$ cat config.mk
export PLATFORM = sky130hd
export DESIGN_NAME = quad_decoder
export DESIGN_NICKNAME = d
export VERILOG_FILES = /design/src/rtl/quad_decoder.sv
export SDC_FILE = /design/constraint.sdc
export NUM_CORES = 1
export LEC_CHECK = 0
export CAP_MARGIN = 15
export CORE_MARGIN = 5
export CORE_UTILIZATION = 53
export CTS_BUF_LIST = sky130_fd_sc_hd__clkbuf_2 sky130_fd_sc_hd__clkbuf_4 sky130_fd_sc_hd__clkbuf_8
export DETAILED_ROUTE_END_ITERATION = 16
export DONT_BUFFER_PORTS = 1
export PLACE_DENSITY = 0.69
export REMOVE_ABC_BUFFERS = 1
export SLEW_MARGIN = 10
export SYNTH_ARGS = -nofsm -noshare
export SYNTH_HDL_FRONTEND = slang
export SYNTH_SLANG_ARGS = --single-unit
$ cat constraint.sdc
create_clock -name clk -period 5 [get_ports clk]
set_input_delay 0.5 -clock clk [delete_from_list [all_inputs] [get_ports clk]]
set_output_delay 0.5 -clock clk [all_outputs]
set_load 0.03 [all_outputs]
$ cat src/rtl/quad_decoder.sv
// Quadrature (A/B) encoder decoder with an N-bit up/down position counter.
// Raw encoder pins are synchronized, optionally glitch filtered, and decoded
// as a Gray sequence into step/dir pulses and a wrapping position count.
// Optional glitch filter: define QUAD_FILTER_EN to enable it.
module quad_decoder #(
    parameter int N           = 8,
    parameter int SYNC_STAGES = 2,
    parameter int FILT_CYCLES = 4
) (
    input  logic         clk,
    input  logic         reset,
    input  logic         a_in,
    input  logic         b_in,
    input  logic         syn_clr,
    input  logic         load,
    input  logic [N-1:0] d,
    input  logic         en,
    input  logic         err_clr,
    output logic [N-1:0] pos,
    output logic         step,
    output logic         dir,
    output logic         err,
    output logic         max_tick,
    output logic         min_tick
);

`ifdef QUAD_FILTER_EN
    localparam int PRIME_LEN = SYNC_STAGES + FILT_CYCLES + 1;
`else
    localparam int PRIME_LEN = SYNC_STAGES + 1;
`endif
    localparam int PCW = $clog2(PRIME_LEN + 1);

    typedef enum logic {
        PRIME,
        TRACK
    } state_t;

    state_t               state;
    state_t               state_next;
    logic [PCW-1:0]       prime_cnt;
    logic [SYNC_STAGES-1:0] sync_a;
    logic [SYNC_STAGES-1:0] sync_b;
    logic [1:0]           raw_ab;
    logic [1:0]           cur_ab;
    logic [1:0]           prev_ab;
    logic                 prime_last;
    logic                 prev_load;
    logic                 fwd;
    logic                 rev;
    logic                 ill;

    // Multi-flop synchronizers bring the asynchronous encoder pins into clk.
    always_ff @(posedge clk or posedge reset) begin
        if (reset) begin
            sync_a <= '0;
            sync_b <= '0;
        end else begin
            sync_a <= {sync_a[SYNC_STAGES-2:0], a_in};
            sync_b <= {sync_b[SYNC_STAGES-2:0], b_in};
        end
    end

    assign raw_ab = {sync_a[SYNC_STAGES-1], sync_b[SYNC_STAGES-1]};

`ifdef QUAD_FILTER_EN
    localparam int FCW = $clog2(FILT_CYCLES + 1);

    logic [1:0]     filt_ab;
    logic [FCW-1:0] filt_cnt [2];

    // Each channel only follows the synced value after it has disagreed for FILT_CYCLES cycles in a row.
    always_ff @(posedge clk or posedge reset) begin
        if (reset) begin
            filt_ab <= '0;
            for (int i = 0; i < 2; i++) begin
                filt_cnt[i] <= '0;
            end
        end else if (state == PRIME) begin
            filt_ab <= raw_ab;
            for (int i = 0; i < 2; i++) begin
                filt_cnt[i] <= '0;
            end
        end else begin
            for (int i = 0; i < 2; i++) begin
                if (raw_ab[i] != filt_ab[i]) begin
                    if (filt_cnt[i] == FCW'(FILT_CYCLES - 1)) begin
                        filt_ab[i]  <= raw_ab[i];
                        filt_cnt[i] <= '0;
                    end else begin
                        filt_cnt[i] <= filt_cnt[i] + 1'b1;
                    end
                end else begin
                    filt_cnt[i] <= '0;
                end
            end
        end
    end

    assign cur_ab = filt_ab;
`else
    assign cur_ab = raw_ab;
`endif

    // State register plus the PRIME flush counter.
    always_ff @(posedge clk or posedge reset) begin
        if (reset) begin
            state     <= PRIME;
            prime_cnt <= '0;
        end else begin
            state <= state_next;
            if (state == PRIME && !prime_last) begin
                prime_cnt <= prime_cnt + 1'b1;
            end else begin
                prime_cnt <= '0;
            end
        end
    end

    // Next state and Gray-code decode of the previous/current channel pair.
    always_comb begin
        state_next = state;
        prime_last = 1'b0;
        prev_load  = 1'b0;
        fwd        = 1'b0;
        rev        = 1'b0;
        ill        = 1'b0;
        case (state)
            PRIME: begin
                if (prime_cnt == PCW'(PRIME_LEN - 1)) begin
                    prime_last = 1'b1;
                    prev_load  = 1'b1;
                    state_next = TRACK;
                end
            end
            TRACK: begin
                prev_load = 1'b1;
                case ({prev_ab, cur_ab})
                    4'b0001, 4'b0111, 4'b1110, 4'b1000: fwd = 1'b1;
                    4'b0010, 4'b1011, 4'b1101, 4'b0100: rev = 1'b1;
                    4'b0011, 4'b1100, 4'b0110, 4'b1001: ill = 1'b1;
                    default: ;
                endcase
            end
            default: state_next = PRIME;
        endcase
    end

    // Remember the channel pair so the next cycle can see what changed.
    always_ff @(posedge clk or posedge reset) begin
        if (reset) begin
            prev_ab <= '0;
        end else if (prev_load) begin
            prev_ab <= cur_ab;
        end
    end

    // Registered step pulse, direction of last valid step and sticky error (set beats clear).
    always_ff @(posedge clk or posedge reset) begin
        if (reset) begin
            step <= 1'b0;
            dir  <= 1'b0;
            err  <= 1'b0;
        end else begin
            step <= fwd | rev;
            if (fwd) begin
                dir <= 1'b1;
            end else if (rev) begin
                dir <= 1'b0;
            end
            if (ill) begin
                err <= 1'b1;
            end else if (err_clr) begin
                err <= 1'b0;
            end
        end
    end

    // Position counter: clear, then load, then enabled counting; wraps modulo 2^N.
    always_ff @(posedge clk or posedge reset) begin
        if (reset) begin
            pos <= '0;
        end else if (syn_clr) begin
            pos <= '0;
        end else if (load) begin
            pos <= d;
        end else if (en && fwd) begin
            pos <= pos + 1'b1;
        end else if (en && rev) begin
            pos <= pos - 1'b1;
        end
    end

    assign max_tick = (pos == {N{1'b1}});
    assign min_tick = (pos == '0);

endmodule
==> results of run 1 <==
## layout make-up
class	count	area (sq um)
Fill cell	194	911
Multi-Input combinational cell	97	664
Sequential cell	20	500
Inverter	13	48.8
Tap cell	28	35.0
Clock inverter	1	30.0
Clock buffer	3	22.5
## final timing paths
check	to	slack (ns)	cells past startpoint
hold reg to reg	sync_a[1]$_DFF_PP0_	0.36	0
hold / removal	pos[3]$_DFFE_PP0P_	0.20	1
min in group clk	sync_a[0]$_DFF_PP0_	0.21	0
setup reg to reg	pos[6]$_DFFE_PP0P_	2.24	9
max in group asynchronous	step$_DFF_PP0_	4.31	1
setup / recovery	pos[6]$_DFFE_PP0P_	2.24	9
## flip-flops by register name (all words and copies together) (netlist names)
| signal | flops |
|---|---|
| dir | 1 |
| state | 1 |
| prev_ab | 2 |
| prime_cnt | 2 |
| sync_a | 2 |
| pos | 8 |
| step | 1 |
| err | 1 |
| sync_b | 2 |
## kinds of logic (layout without fill, tap and decap cells)
family	Yosys count	in the layout	synth area share (%)
fa+ha+maj	9	9	9.80
compound gates	28	28	15.3
flops	20	20	40.8
buf+inv	16	17	5.00
simple gates	48	48	19.5
xor+xnor	10	10	7.76
mux	2	2	1.84
## layer usage
| metal | share of wire, % | wire length, um | track usage (%) |
|---|---|---|---|
| met2 | 44 | 1100 | 23.1 |
| met1 | 44 | 1100 | 22.6 |
| met4 | 1.8 | 46 | 8.28 |
| met3 | 11 | 274 | 4.45 |
| met5 | 0 | 0 | 0 |
## stage by stage
stage                     total power [mW]  instance area, sq um
after floorplan                      0.301                  1210
after global placement               0.320                  1250
after detailed placement             0.323                  1250
after CTS                            0.459                  1300
after global routing                 0.483                  1300
final                                0.455                  1300
## cell usage after synthesis (2+ instances only)
cell	count
dfrtp_1	20
nand2_1	16
a221oi_1	2
nand4_1	2
o211ai_1	2
or4_1	2
a21oi_1	8
clkbuf_1	2
mux2_2	2
nand3_1	3
xnor2_1	5
a211oi_1	3
o21ai_0	4
a311oi_1	2
nor3_1	3
ha_1	8
inv_1	13
nor2_1	11
and2_1	3
nand3b_1	2
xor2_1	4
or3_1	2
## power breakdown
group	internal, mW	total, mW	leakage (nW)	switching [mW]
combinational	0.0448	0.107	0.313	0.0620
sequential	0.175	0.214	0.246	0.0392
clock	0.0810	0.135	0.0279	0.0535
total	0.300	0.455	0.587	0.155
==> summary.txt, run 1 <==
Layout
  • Final Core Density: 58.8%
  • Area Growth Syn to Fin: 6.12%
  • Most frequent cells in the layout: dfrtp_1 (20), nand2_1 (16), inv_1 (13)
  • Commonest non-fill, non-tap cell in the layout: dfrtp_1
  • Post-Layout Cell Count: ~160
  • Ratio of cells with drive above 1 in the final layout: 6.72%
  • Layout Nets: 160
  • ANT cells: 0

Critical path
  • Crit start category: flop
  • Crit path capture type: flop
  • Worst setup startpoint: state$_DFF_PP0_
  • Critical path cell sequence: nand2_1 -> nor3_1 -> inv_1 -> fa_1 -> a21o_1 -> a21oi_1 -> nor4_1 -> o311ai_0 -> o211ai_1
  • Worst EP required: approximately 5.2 ns
  • Crit path kind: flop to flop
  • Largest stage delay, worst path: 0.48 ns
  • R2r startpoint: state$_DFF_PP0_
  • Cell family with the largest share of critical-path delay: compound AO/OA/AOI/OAI gates
  • Data arrival, critical path: 2.95 ns
  • Slowest library cell on the worst path: dfrtp_1
  • Buffers and inverters on the worst path: 1
  • CP max FO: 8

Clock tree
  • Postcts setup bufs: 0
  • CTS buffer count: 3
  • Clk_lat worst skew: between 0.3 and 0.4 ns
  • TritonCTS clock tree: done
  • H-tree levels: 1
  • CTS Buffer Depth: 2
  • Post-CTS resize count: 0
  • Worst-path clk slew: 0.12 ns
  • Hold buffers post-CTS: 0
  • Root buf cell: clkbuf_4
  • CTS sink count: 20

Synthesis
  • Area leader, netlist: dfrtp_1
  • YS warnings: 0
  • EDFF count, synth: 0
  • Cell count after synthesis: 133
  • Synth async-reset ratio: 100%
  • Top FF cell, synth: dfrtp_1
  • Post-Syn Area: 1230 sq um
  • Syn_area_per_cell: ~9.2 sq um
  • Top cells by area, synth: dfrtp_1 (41%), ha_1 (8.2%), nand2_1 (4.9%)
  • Top cell type's share of synthesized area: 40.8%
  • Sequential area share after synthesis: 40.8%
  • Number of distinct library cells after synthesis: 36
  • FF+latch count, synth: 20

Pwr
  • LEAKAGE: 0.587 nW
  • PD cells: around 350 nW/um^2
  • Worst vdd rail ir drop: 0.248 mV

Timing
  • Final Hold Slack: 0.203 ns
  • Final critical-path required period: 2.76 ns
  • Worst setup margin: 2.24 ns
  • Setup TNS: 0 ns
  • Worst slew pin tran: 0.778 ns
  • Slew HR: 48.1%
  • Unrepaired setup endpoints after global routing: false
  • Period Utilization, post-route: 55.3%
  • Clock Skew: 0.00813 ns
  • Final hold viol count: 0
  • Setup violators final: 0
  • Final Slew Violations: 0
  • Peak Freq: 362 MHz

Routing
  • DR vias/cell: ~6
  • Final WL: 2.53 mm
  • ANT nets after route: 0
  • Drt pass-1 iters: 4
  • Via count: a little under 1000
  • WL per Instance: 15.6 um
  • 1st-iter DRT viols: 31
  • # DRC: 0

Global routing
  • Largest net degree at the start of global routing: 21
  • Vias in the first global route: around 930
  • Gr usage total: 16.3%
  • First-pass GRT wire length: 4.20 mm
  • Initial antenna violation count: 0
  • Grt total ovfl: 0

Run
  • Max-cap violations: 0

Die
  • Die footprint: roughly 3400 sq um
  • Die Width: 58.1 um
  • Std-Cell Rows: 17
  • Die Y: 58.1 um
  • Floorplan core area: 2210 sq um
  • Initial core utilization: about 55%
  • # IOs: 29

Placed design
  • Pre-CTS setup slack: 2.24 ns
  • DP Wirelength: between 1.5 and 2 mm
  • Placed insts: 158
  • Routability Congestion: 0.804
  • PortBufs: 0

Run status
  • Outcome: completed

Worst hold path
  • Min-delay worst type: input pin to asynchronous set/reset pin
No activity file was read; power rests on OpenSTA's default activity.
==> run 2: changes to the inputs <==
PLACE_DENSITY = 0.72   (was 0.69)
clock period = 2.3 ns   (was 5 ns; I/O delays follow)
==> run 2 against run 1 <==
Effect of this change: the flow now finishes with violations (negative setup slack); hold slack worse by 0.17 ns; utilization is 21 points higher; final cell count increased by 23%; sequential share of layout area fell by 10 points; flip-flop and latch count is the same; critical path type unchanged; highest routed layer unchanged.
==> summary.txt, run 2 (synthesis results as in run 1) <==
Clock tree
  • CTS buffer count: 3 (unchanged)
  • Worst-path clk slew: 0.13 ns (about the same)
  • TritonCTS clock tree: done
  • Clk_lat worst skew: 0.31 ns (about the same)
  • Root buf cell: clkbuf_4
  • CTS Buffer Depth: 2 (unchanged)
  • H-tree levels: 1 (unchanged)
  • CTS sink count: 20 (unchanged)

Pwr
  • LEAKAGE: 0.795 nW (+35%)
  • PD cells: 679 nW/um^2 (+94%)
  • Worst vdd rail ir drop: 0.572 mV (+130%)

Critical path
  • Crit. path cell count: 10 (+1)
  • Worst EP required: 2.56 ns (-2.63 ns)
  • Largest stage delay, worst path: 0.43 ns (-0.05 ns)
  • FF-to-FF path depth: 10 (+1)
  • Slowest library cell on the worst path: dfrtp_1
  • Buffers and inverters on the worst path: 2 (+1)
  • Crit path capture type: flop
  • Cell family with the largest share of critical-path delay: simple AND/OR/NAND/NOR gates
  • R2R Setup Slk: -0.06 ns (-2.30 ns)
  • Reg-to-Reg End: pos[7]$_DFFE_PP0P_
  • Data arrival, critical path: 2.62 ns (-0.33 ns)
  • Worst setup startpoint: prev_ab[0]$_DFFE_PP0P_
  • R2r startpoint: prev_ab[0]$_DFFE_PP0P_
  • Crit path kind: flop to flop
  • Critical path cell sequence: xor2_2 -> nor3_2 -> inv_2 -> buf_4 -> ha_4 -> a21oi_4 -> o21ai_2 -> or3_4 -> a211oi_2 -> nand3b_1
  • Crit start category: flop
  • CP max FO: 6 (-2)

Die
  • Die Width: 58.1 um (unchanged)
  • Die footprint: 3380 sq um (unchanged)
  • Die Y: 58.1 um (unchanged)
  • Std-Cell Rows: 17 (unchanged)
  • Initial core utilization: 55.4% (unchanged)
  • Floorplan core area: 2210 sq um (unchanged)
  • # IOs: 29 (unchanged)

Timing
  • Slew HR: 49.4% (+1.3 points)
  • Clock Skew: 0.0113 ns (+0.00313 ns)
  • Final critical-path required period: 2.36 ns (-0.402 ns)
  • Final Slew Violations: 0 (unchanged)
  • Period Utilization, post-route: 103% (+47 points)
  • Final hold viol count: 0 (unchanged)
  • Worst slew pin tran: 0.758 ns (-0.0199 ns)
  • Worst setup margin: -0.0620 ns (-2.30 ns)
  • Peak Freq: 423 MHz (+17%)
  • Unrepaired setup endpoints after global routing: true
  • Setup violators final: 4 (+4)

Placed design
  • PortBufs: 0 (unchanged)
  • Pre-CTS setup slack: -0.230 ns (-2.47 ns)
  • DP Wirelength: 2.22 mm (+14%)
  • Routability Congestion: 0.822 (+2.3%)

Routing
  • # DRC: 0 (unchanged)
  • ANT nets after route: 0 (unchanged)
  • Drt pass-1 iters: 4 (unchanged)
  • Final WL: 3.71 mm (+47%)
  • Via count: 1188 (+23%)
  • DR vias/cell: 5.94 (-0.69%)
  • WL per Instance: 18.5 um (+19%)
  • 1st-iter DRT viols: 49 (+58%)

Layout
  • Commonest non-fill, non-tap cell in the layout: buf_4
  • Ratio of cells with drive above 1 in the final layout: 37.2% (+30 points)
  • Area Growth Syn to Fin: 44.9%
  • Max reg flops: 8 (unchanged)
  • Register name with the most flops: pos
  • Most frequent cells in the layout: buf_4 (28), dfrtp_1 (20), nand2_1 (14)
  • Fillers: 132 (-32%)
  • Final Core Density: 80.3% (+21 points)
  • ANT cells: 0 (unchanged)
  • Layout Nets: 198 (+24%)

Run status
  • Failing checks: negative setup slack
  • Outcome: finished, violations left

Worst hold path
  • Min-delay worst type: input pin to flop
  • Worst hold stages: 1
  • Hold Path End: pos[6]$_DFFE_PP0P_
  • Hold path start: syn_clr

Run
  • Max-cap violations: 0 (unchanged)

Global routing
  • Grt total ovfl: 0 (unchanged)
  • First-pass GRT wire length: 5.59 mm (+33%)
  • Gr usage total: 21.6% (+5.4 points)
  • Vias in the first global route: 1246 (+35%)
  • Largest net degree at the start of global routing: 21 (unchanged)
  • Initial antenna violation count: 0 (unchanged)
[run 2: area by class of cell]
cell class	count	area, sq um	share of cell area [%]
inverter	13	48.8	2.75
clock buffer	3	22.5	1.27
timing repair buffer	38	314	17.7
clock inverter	1	30.0	1.69
multi-input combinational	97	826	46.5
tap	28	35.0	1.97
sequential	20	500	28.2
[run 2: per-layer routing]
metal  part of all wire (%)  vias to the layer above  track usage (%)
met5                      0                        -                0
met4                    1.7                        0             6.95
met3                     11                       12             5.57
met2                     48                       75             37.3
met1                     39                      558             26.3
li1                       -                      543                -
[run 2: worst max-delay path by stage]
stage / to
2_1_floorplan: pos[6]$_DFFE_PP0P_
3_3_place_gp: pos[7]$_DFFE_PP0P_
3_5_place_dp: pos[6]$_DFFE_PP0P_
4_1_cts: pos[7]$_DFFE_PP0P_
5_1_grt: pos[4]$_DFFE_PP0P_
6_report: pos[7]$_DFFE_PP0P_
[run 2: report_power, final]
group	leakage [nW]	internal [mW]	switching, mW
clock network	0.0279	0.176	0.117
registers	0.246	0.380	0.0627
logic	0.521	0.227	0.244
[run 2: metrics by stage]
step	std cells	total power [mW]	setup TNS (ns)	instance area [sq um]	hold WS, ns
finish	200	1.21	-0.201	1780	0.0305
global route	200	1.26	-0.705	1780	0.0294
CTS	195	1.12	-0.00777	1660	0.0132
detailed placement	183	0.770	-0.667	1440	0.261
global placement	183	0.761	-0.263	1440	0.261
floorplan	130	0.654	-0.282	1210	0.194
[run 2: timing repair]
item,CTS,global route
resized for setup,18,16
hold endpoints to repair,27,2
setup buffers,3,3
setup endpoints to repair,5,5
hold buffers,5,2
pin swaps,8,6
[run 2: worst reg2reg max path, stage by stage (launching register included)]
cell and delay (ns):
dfrtp_1 0.43, xor2_2 0.19, nor3_2 0.22, inv_2 0.12, buf_4 0.16, ha_4 0.24
a21oi_4 0.16, o21ai_2 0.10, or3_4 0.40, a211oi_2 0.18, nand3b_1 0.12
